$ cat config.mk
export PLATFORM = sky130hd
export DESIGN_NAME = riscv_mem_sequencer
export DESIGN_NICKNAME = d
export VERILOG_FILES = /design/src/rtl/riscv_mem_sequencer.sv
export SDC_FILE = /design/constraint.sdc
export NUM_CORES = 1
export LEC_CHECK = 0
export BUFFER_PORTS_ARGS = -buffer_cell sky130_fd_sc_hd__buf_2
export CAP_MARGIN = 20
export CORE_ASPECT_RATIO = 1.5
export CORE_UTILIZATION = 49
export DETAILED_ROUTE_END_ITERATION = 8
export HOLD_SLACK_MARGIN = 0.1
export PLACE_DENSITY = 0.78
export SLEW_MARGIN = 20
export SYNTH_ARGS = -nofsm -noshare
export SYNTH_HDL_FRONTEND = slang
export SYNTH_SLANG_ARGS = --single-unit
$ cat constraint.sdc
create_clock -name clk -period 3.7 [get_ports clk]
set_input_delay 0.37 -clock clk [delete_from_list [all_inputs] [get_ports clk]]
set_output_delay 0.37 -clock clk [all_outputs]
set_load 0.005 [all_outputs]
$ cat src/rtl/riscv_mem_sequencer.sv
// Memory-port sequencer for the RISCV core: configure, load images, run, dump data memory.
module riscv_mem_sequencer #(
  parameter int unsigned SIZE_TEXT      = 1024,
  parameter int unsigned SIZE_DATA      = 1792,
  parameter int unsigned SIZE_STACK     = 256,
  parameter logic [31:0] TEXT_BASE      = 32'h00010000,
  parameter logic [31:0] STACK_TOP      = 32'hbffffff4,
  parameter int unsigned MAX_RUN_CYCLES = 20000
) (
  input  logic        clk,
  input  logic        rst,
  input  logic        start_i,
  input  logic [31:0] eof_i,
  input  logic        in_valid_i,
  output logic        in_ready_o,
  input  logic [31:0] in_inst_i,
  input  logic [31:0] in_data_i,
  output logic [1:0]  src_o,
  output logic [31:0] a_I_o,
  output logic [31:0] a_D_o,
  output logic [31:0] d_I_o,
  output logic [31:0] d_D_o,
  output logic        core_rst_o,
  input  logic [31:0] q_i,
  input  logic [31:0] det_a_i,
  output logic        dump_valid_o,
  input  logic        dump_ready_i,
  output logic [31:0] dump_data_o,
  output logic [10:0] dump_idx_o,
  output logic        busy_o,
  output logic        done_o,
  output logic        timeout_o
);

  localparam int unsigned IDX_W = 11;
  localparam int unsigned CNT_W = 15;
  localparam logic [31:0] TEXT_END   = TEXT_BASE + 32'(4 * SIZE_TEXT);
  localparam logic [31:0] TEXT_CFG   = TEXT_BASE + 32'(2 * SIZE_TEXT);
  localparam logic [31:0] STACK_BASE = STACK_TOP - 32'(4 * SIZE_STACK);
  localparam logic [IDX_W-1:0] IDX_LAST = IDX_W'(SIZE_DATA - 1);
  localparam logic [CNT_W-1:0] CNT_LAST = CNT_W'(MAX_RUN_CYCLES - 1);

  localparam logic [1:0] SRC_RUN  = 2'b00;
  localparam logic [1:0] SRC_LOAD = 2'b01;
  localparam logic [1:0] SRC_READ = 2'b10;
  localparam logic [1:0] SRC_CFG  = 2'b11;

  typedef enum logic [3:0] {
    S_IDLE, S_CFG, S_LOAD, S_RUN, S_DRAIN,
    S_DUMP_ADDR, S_DUMP_WAIT, S_DUMP_OUT, S_DONE, S_TIMEOUT
  } state_t;

  state_t           state_q, state_d;
  logic [31:0]      eof_q, eof_d;
  logic [IDX_W-1:0] beat_q, beat_d;
  logic             last_q, last_d;
  logic [CNT_W-1:0] cnt_q, cnt_d;
  logic [IDX_W-1:0] idx_q, idx_d;

  logic        in_ready_d, core_rst_d, dump_valid_d, busy_d, done_d, timeout_d;
  logic [1:0]  src_d;
  logic [31:0] a_i_d, a_d_d, d_i_d, d_d_d, dump_data_d;
  logic [10:0] dump_idx_d;
  logic [31:0] data_base;

  // Data image origin: the data region starts 8 bytes below the program end.
  assign data_base = eof_q - 32'd8;

  // Next-state and next-output computation; outputs register together with the state.
  always_comb begin
    state_d      = state_q;
    eof_d        = eof_q;
    beat_d       = beat_q;
    last_d       = last_q;
    cnt_d        = cnt_q;
    idx_d        = idx_q;
    in_ready_d   = in_ready_o;
    src_d        = src_o;
    a_i_d        = a_I_o;
    a_d_d        = a_D_o;
    d_i_d        = d_I_o;
    d_d_d        = d_D_o;
    core_rst_d   = core_rst_o;
    dump_valid_d = dump_valid_o;
    dump_data_d  = dump_data_o;
    dump_idx_d   = dump_idx_o;
    busy_d       = busy_o;
    done_d       = done_o;
    timeout_d    = timeout_o;

    unique case (state_q)
      S_IDLE, S_DONE, S_TIMEOUT: begin
        if (start_i) begin
          state_d    = S_CFG;
          eof_d      = eof_i;
          done_d     = 1'b0;
          timeout_d  = 1'b0;
          busy_d     = 1'b1;
          src_d      = SRC_CFG;
          core_rst_d = 1'b1;
          a_i_d      = TEXT_BASE;
          d_i_d      = TEXT_CFG;
          a_d_d      = eof_i - 32'd8;
          d_d_d      = STACK_BASE;
        end
      end
      S_CFG: begin
        state_d    = S_LOAD;
        beat_d     = '0;
        last_d     = 1'b0;
        in_ready_d = 1'b1;
        src_d      = SRC_RUN;
      end
      S_LOAD: begin
        src_d = SRC_RUN;
        if (last_q) begin
          // Final beat's write cycle has just completed: release the core.
          state_d    = S_RUN;
          cnt_d      = '0;
          core_rst_d = 1'b0;
          a_i_d      = TEXT_BASE;
          a_d_d      = data_base;
          d_i_d      = '0;
          d_d_d      = '0;
        end else if (in_valid_i && in_ready_o) begin
          src_d = SRC_LOAD;
          a_d_d = data_base + (32'(beat_q) << 2);
          d_d_d = in_data_i;
          if (32'(beat_q) < SIZE_TEXT) begin
            a_i_d = TEXT_BASE + (32'(beat_q) << 2);
            d_i_d = in_inst_i;
          end else begin
            a_i_d = TEXT_END;
            d_i_d = '0;
          end
          beat_d = beat_q + IDX_W'(1);
          if (beat_q == IDX_LAST) begin
            last_d     = 1'b1;
            in_ready_d = 1'b0;
          end
        end
      end
      S_RUN: begin
        if (det_a_i >= eof_q) begin
          state_d = S_DRAIN;
        end else if (cnt_q == CNT_LAST) begin
          state_d    = S_TIMEOUT;
          timeout_d  = 1'b1;
          done_d     = 1'b1;
          busy_d     = 1'b0;
          core_rst_d = 1'b1;
        end else begin
          cnt_d = cnt_q + CNT_W'(1);
        end
      end
      S_DRAIN: begin
        state_d    = S_DUMP_ADDR;
        idx_d      = '0;
        core_rst_d = 1'b1;
        src_d      = SRC_READ;
        a_d_d      = data_base;
      end
      S_DUMP_ADDR: begin
        state_d = S_DUMP_WAIT;
      end
      S_DUMP_WAIT: begin
        state_d      = S_DUMP_OUT;
        dump_data_d  = q_i;
        dump_idx_d   = idx_q;
        dump_valid_d = 1'b1;
      end
      S_DUMP_OUT: begin
        if (dump_ready_i) begin
          dump_valid_d = 1'b0;
          if (idx_q == IDX_LAST) begin
            state_d    = S_DONE;
            done_d     = 1'b1;
            busy_d     = 1'b0;
            src_d      = SRC_RUN;
            core_rst_d = 1'b1;
          end else begin
            state_d = S_DUMP_ADDR;
            idx_d   = idx_q + IDX_W'(1);
            a_d_d   = data_base + (32'(idx_q + IDX_W'(1)) << 2);
          end
        end
      end
      default: state_d = S_IDLE;
    endcase
  end

  // State and output registers with synchronous reset.
  always_ff @(posedge clk) begin
    if (rst) begin
      state_q      <= S_IDLE;
      eof_q        <= '0;
      beat_q       <= '0;
      last_q       <= 1'b0;
      cnt_q        <= '0;
      idx_q        <= '0;
      in_ready_o   <= 1'b0;
      src_o        <= SRC_RUN;
      a_I_o        <= '0;
      a_D_o        <= '0;
      d_I_o        <= '0;
      d_D_o        <= '0;
      core_rst_o   <= 1'b1;
      dump_valid_o <= 1'b0;
      dump_data_o  <= '0;
      dump_idx_o   <= '0;
      busy_o       <= 1'b0;
      done_o       <= 1'b0;
      timeout_o    <= 1'b0;
    end else begin
      state_q      <= state_d;
      eof_q        <= eof_d;
      beat_q       <= beat_d;
      last_q       <= last_d;
      cnt_q        <= cnt_d;
      idx_q        <= idx_d;
      in_ready_o   <= in_ready_d;
      src_o        <= src_d;
      a_I_o        <= a_i_d;
      a_D_o        <= a_d_d;
      d_I_o        <= d_i_d;
      d_D_o        <= d_d_d;
      core_rst_o   <= core_rst_d;
      dump_valid_o <= dump_valid_d;
      dump_data_o  <= dump_data_d;
      dump_idx_o   <= dump_idx_d;
      busy_o       <= busy_d;
      done_o       <= done_d;
      timeout_o    <= timeout_d;
    end
  end

endmodule

Word level (Yosys, flattened, before mapping)
Cells that the tools add are included.
{ "classes": {"add_sub_neg": 9, "magnitude_cmp": 2, "eq_ne": 25, "reduce_logical": 26, "mux": 68} }
{ "ops": {"columns": ["cell", "count"], "rows": [
  ["$mux W32", 15],
  ["$pmux W32 S2", 3],
  ["$pmux W32 S4", 1],
  ["$sub A32 B4 Y32 const B", 2],
  ["$mux W15", 3],
  ["$mux W11", 4],
  ["$pmux W11 S2", 2],
  ["$add A32 B13 Y32", 1],
  ["$add A32 B14 Y32", 1],
  ["$ge A32 B32 Y1", 1],
  ["$pmux W4 S8", 1],
  ["$pmux W15 S2", 1],
  ["$mux W4", 6],
  ["$add A11 B1 Y11 const B", 2],
  ["$eq A11 B11 Y1 const B", 2],
  ["$ne A2 B2 Y1 const B", 11],
  ["$mux W1", 20],
  ["$reduce_and A4 Y1", 5],
  ["$add A17 B13 Y18 const A", 1],
  ["$mux W18", 1],
  ["$eq A4 B3 Y1 const B", 4],
  ["$add A15 B1 Y15 const B", 1],
  ["$eq A15 B15 Y1 const B", 1],
  ["$add A11 B1 Y12 const B", 1],
  ["other kinds (22)", 40]
]} }
{ "word_totals": {"elab_cells": 149, "output_inout_bits": 179, "ff_bits": 253} }

Depth between registers and ports, before layout
{ "depth": {"word_depth": 5, "mapped_depth": 17} }

Least setup slack after synthesis
OpenSTA, ideal clock, no wires.
{ "synth_path": {"path_kind": "register to register", "startpoint": "register eof_q[3]", "endpoint": "register a_D_o[31]", "setup_ns": 0.132, "stages_incl_launch_ff": 17, "t_arrival_ns": 3.718, "path_slack_ns": -0.150, "required_ns": 3.568, "path_cell_list": "dfxtp_1 inv_1 ha_1 or3b_1 clkbuf_1 o31ai_1 nand2_1 ha_1 inv_1 a2111oi_0 a22oi_1 nor2_1 nand2_1 or4b_1 xor2_1 a221oi_2 nor3_1"} }
{ "synth_between": {"elab_chain_cells": 5, "word_cells_on_any_way": 8} }
{ "synth_rtl": {"columns": ["item", "line", "text"], "rows": [
  ["start, declared", "54", "logic [31:0] eof_q, eof_d;"],
  ["start signal, assigned", "216", "eof_q <= eof_d;"],
  ["$sub A32 B4 Y32 *", "67", "assign data_base = eof_q - 32'd8;"],
  ["$add A32 B14 Y32 / $add A32 B13 Y32 (equally long branches)", "184, 127", null],
  ["$mux W32 (on tied branches)", "175, 125", null],
  ["$mux W32 (on tied branches)", "173, 116", null],
  ["$pmux W32 S4 *", "91", "unique case (state_q)"],
  ["end signal, assigned", "204", "a_D_o <= '0;"],
  ["end signal, assigned", "224", "a_D_o <= a_d_d;"],
  ["end, declared", "20", "output logic [31:0] a_D_o,"]
]} }
Mark *: on every way between the ends. The rest lies on a longest branch, timed or not. The select of a mux whose other input is x is not followed.
A chain may end at the register's enable or synchronous reset.

Worst setup path in the final report
Ends and elaborated chain as after synthesis.

==> impl_metrics.csv <==
group,metric,value,unit
floorplan,start_util,50.1,%
power_and_ir_drop,power_density_over_the_cells,627,nW/um2
yosys,ys_warn_count,0,
worst_setup_path,critical-path-slowest-cell,"sky130_fd_sc_hd__or4_4",
yosys,synthTopCellsByCount,"sky130_fd_sc_hd__nand2_1, sky130_fd_sc_hd__dfxtp_1, sky130_fd_sc_hd__a21oi_1, sky130_fd_sc_hd__nor2_1, sky130_fd_sc_hd__nor3_1",
yosys,synthesis.instances,1723,
cts,path_clk_slew,0.07,ns
global_route,groute.layer.met3.usage,6.97,%
global_route,grt_pass1_vias,14568,
yosys,seq_cells_post_synth,233,
global_route,met1_usage_grt,37.2,%
global_route,grt_use_total,35.1,%
cells_and_area,syn2layout_area_growth,31.5,%
worst_setup_path,cp.required,4.12,ns
worst_setup_path,crit_top_cell,"sky130_fd_sc_hd__buf_4",
yosys,yosysSeqAreaShare,35.0,%
global_route,gr_util_met2,61.1,%
yosys,synth_largest_area_cell,"sky130_fd_sc_hd__dfxtp_1",
global_route,grt_first_pass_wirelength,75.5,mm
detailed_routing,avgViaCountPerCell,5.95,
sta,tns,0,ns
power_and_ir_drop,power_frac_clock,22.8,%
yosys,synth_xor_xnor_area_share,7.69,%
cells_and_area,final_nets,2379,
detailed_routing,routed_wl,49.2,mm
worst_setup_path,setup.worst_path.end_class,"register",
worst_setup_path,worstPathCellList,"inv_4, ha_4, nor3b_4, buf_4, buf_4, nand4_1, or3_1, and2_1, or4_4, or4b_1, xor2_1, a221oi_2, nor3_1",
yosys,synth_top_family_by_area,"simple AND/OR/NAND/NOR gates",
yosys,syn-cell-area,13300,um2
sta,layout_min_cycle_time,3.66,ns
placement,place.port_buffers,323,
floorplan,num_rows,73,
sta,timing.max_slew.rel_slack,43.4,%
power_and_ir_drop,logic_gate_share_of_total_power,47.9,%
yosys,synth-edff-count,0,
cts,clock_path_buffers,3,
global_route,grt_busiest_layer,"met2",
worst_setup_path,crit_path_max_fanout,6,
sta,finalHoldViolCount,0,
cells_and_area,post_layout_nonfiller_instances,2507,
min_path,worstHoldPathType,"input pin to register",
cells_and_area,regArea,4670,um2
yosys,synthMuxAreaShare,0.225,%
yosys,synth_compound_gate_area_share,20.7,%
detailed_routing,first_iter_violations,1258,
yosys,yosys.cell_count.top_type,"sky130_fd_sc_hd__nand2_1",
worst_setup_path,crit_family,"simple AND/OR/NAND/NOR gates",
worst_setup_path,critPathMaxStageDelay,0.56,ns
global_route,globalRoute.totalOverflow,0,
status,result_of_the_run,"finished clean",
yosys,synth_area_leaders,"sky130_fd_sc_hd__dfxtp_1, sky130_fd_sc_hd__a21oi_1, sky130_fd_sc_hd__nand2_1",
power_and_ir_drop,internal-power,6.45,mW
cts,ctsRootBufferMaster,"sky130_fd_sc_hd__clkbuf_16",
placement,post-place-cells,2389,
yosys,avg_inst_size_synth,7.73,um2
global_route,grt_start_max_net_pins,75,
yosys,synth-main-ff-cell,"sky130_fd_sc_hd__dfxtp_1",
detailed_routing,number_of_vias_in_the_routed_layout,14918,
cts,cts-htree-levels,1,
worst_setup_path,timing.critical_path.arrival,4.09,ns
cells_and_area,multi_input_comb_area,8190,um2
sta,transition_time_of_the_tightest_slew_check_pin,0.848,ns
cells_and_area,final_layout_size_suffix_gt1_share,24.9,%
sta,final-setup-viol-count,0,
placement,placed_cell_area,15800,um2
sta,finalCritPeriodShare,99.0,%
power_and_ir_drop,seq_power_share,29.3,%
sta,maxSlewViolCount,0,
floorplan,fp.dieW,137,um
cts,tritoncts,"done",
detailed_routing,dr_drc_count,0,
placement,post-dp-hpwl,34.7,mm
sta,grt_setup_unrepaired,"yes",
yosys,yosysUniqueCellTypes,73,
floorplan,design.core.area,26600,um2
detailed_routing,drtAntennaViolNets,0,
cells_and_area,nFillCells,2238,
power_and_ir_drop,vdd_drop_max,0.000373,V
floorplan,die-area,27900,um2
yosys,yosys.area_share.simple,24.6,%
worst_setup_path,cp-start-kind,"register",
placement,finalWeightedCongestion,0.998,
power_and_ir_drop,power.static_leakage,7.25,nW
cts,cts_made_buffers,24,
sta,fmaxAchievable,0.273,GHz
floorplan,top_level_ports,344,
floorplan,die_y,204,um
cts,insertion_delay,0.54,ns
job,timing.max_cap.violations,0,
yosys,synth-adder-area-share,6.03,%
yosys,asyncSetResetFlopFracSynth,0,%
cells_and_area,finish.instance_area,17500,um2
cts,clkSinkCount,233,
sta,maximum_clock_skew_at_final_layout,0.00835,ns
detailed_routing,drt_pass1_iterations,8,
global_route,grt_antenna_before_repair,0,
detailed_routing,wire_length_per_cell_after_detailed_routing,19.6,um
power_and_ir_drop,netSwitchingPower,4.53,mW
worst_setup_path,worstSetupPathType,"register to register",
worst_setup_path,path_buf_inv,3,
power_and_ir_drop,switching_share,41.2,%
yosys,yosys.area.top_type_share,35.0,%
-- cell families (layout without fill, tap and decap cells) --
kind of cell    Yosys count  count (layout)
compound gates          434             434
xor+xnor                117             117
simple gates            695             695
mux                       3               3
buf+inv                 177             604
other cells               1              21
fa+ha+maj                63              63
flops                   233             233
-- stage by stage --
stage	total power [mW]	hold slack [ns]	utilization, %	worst slack (ns)
CTS	10.8	0.101	65.4	0.00919
finish	11.0	0.110	65.9	0.0377
detailed placement	8.22	0.444	59.6	-0.126
floorplan	6.26	0.448	-	0.0120
global placement	8.12	0.439	59.6	-0.0285
global route	11.6	0.110	65.9	-0.0759
-- worst min-delay path: stages --
cell and delay (ns):
sky130_fd_sc_hd__buf_2 0.07, sky130_fd_sc_hd__a21oi_1 0.05, sky130_fd_sc_hd__nor3_1 0.11
-- metal layers --
metal | vias up | wire length, um
li1 | 6972 | -
met1 | 6923 | 17200
met2 | 796 | 24300
met3 | 227 | 3910
met4 | 0 | 3760
met5 | - | 0
-- area by class of cell --
class	instances	share of cell area [%]
Multi-Input combinational cell	1332	46.8
Sequential cell	233	26.6
Timing Repair Buffer	515	18.6
Clock buffer	32	3.94
Tap cell	337	2.41
Inverter	45	0.978
Clock inverter	12	0.686
Antenna cell	1	0.0143
-- power groups by stage --
stage | combinational, mW | clock, mW | sequential, mW
after global placement | 4.87 | 0 | 3.24
after floorplan | 3.07 | 0 | 3.19
after CTS | 5.05 | 2.52 | 3.20
after detailed placement | 4.97 | 0 | 3.25
after global routing | 5.73 | 2.62 | 3.26
final | 5.26 | 2.50 | 3.22
-- flip-flops by register name, indices dropped and copies added, names as in the netlist --
signal and count:
timeout_o 1, dump_idx_o 11, a_D_o 32, dump_valid_o 1
eof_q 32, beat_q 11, done_o 1, in_ready_o 1
busy_o 1, cnt_q 15, last_q 1, core_rst_o 1
idx_q 11, dump_data_o 32, d_D_o 32, a_I_o 12
d_I_o 32, state_q 4, src_o 2
-- final timing paths --
| path | from | end | slack (ns) | cells past startpoint |
|---|---|---|---|---|
| setup / recovery | eof_q[3] | a_D_o[31] | 0.04 | 13 |
| hold / removal | in_data_i[29] | d_D_o[29] | 0.11 | 3 |
| setup reg to reg | eof_q[3] | a_D_o[31] | 0.04 | 13 |
| hold reg to reg | dump_idx_o[6] | dump_idx_o[6] | 0.45 | 2 |
-- timing repair --
item,CTS,global route
endpoints found under the hold margin,72,0
buffers inserted,0,2
endpoints found under the setup margin,4,22
hold buffers,71,0
gates resized for setup,3,30
pin swaps,0,4
-- placed cells by master, fill, tap and decap left out, types with 6 or more instances in the layout --
master	instances
sky130_fd_sc_hd__nor3b_1	6
sky130_fd_sc_hd__nor4_1	14
sky130_fd_sc_hd__clkbuf_16	24
sky130_fd_sc_hd__nand4_1	23
sky130_fd_sc_hd__xnor2_1	81
sky130_fd_sc_hd__o21a_1	7
sky130_fd_sc_hd__o31ai_1	6
sky130_fd_sc_hd__dfxtp_1	231
sky130_fd_sc_hd__a22oi_1	42
sky130_fd_sc_hd__o21ai_0	50
sky130_fd_sc_hd__nor2_1	158
sky130_fd_sc_hd__a211oi_1	23
sky130_fd_sc_hd__o22ai_1	8
sky130_fd_sc_hd__ha_1	59
sky130_fd_sc_hd__nand2b_1	9
sky130_fd_sc_hd__a31oi_1	6
sky130_fd_sc_hd__nand2_1	236
sky130_fd_sc_hd__nor3_1	109
sky130_fd_sc_hd__buf_2	322
sky130_fd_sc_hd__a311oi_1	10
sky130_fd_sc_hd__and2_1	7
sky130_fd_sc_hd__nand3_1	35
sky130_fd_sc_hd__a21o_1	13
sky130_fd_sc_hd__o221ai_1	11
sky130_fd_sc_hd__xor2_1	35
sky130_fd_sc_hd__and3_1	10
sky130_fd_sc_hd__inv_1	43
sky130_fd_sc_hd__dlygate4sd3_1	71
sky130_fd_sc_hd__buf_4	120
sky130_fd_sc_hd__a221oi_1	11
sky130_fd_sc_hd__a21oi_1	181
sky130_fd_sc_hd__o21ai_1	6
sky130_fd_sc_hd__conb_1	20
sky130_fd_sc_hd__or3_1	23
sky130_fd_sc_hd__o211ai_1	7
sky130_fd_sc_hd__clkbuf_8	6
sky130_fd_sc_hd__or4_1	10
(Power assumes the default switching activity.)
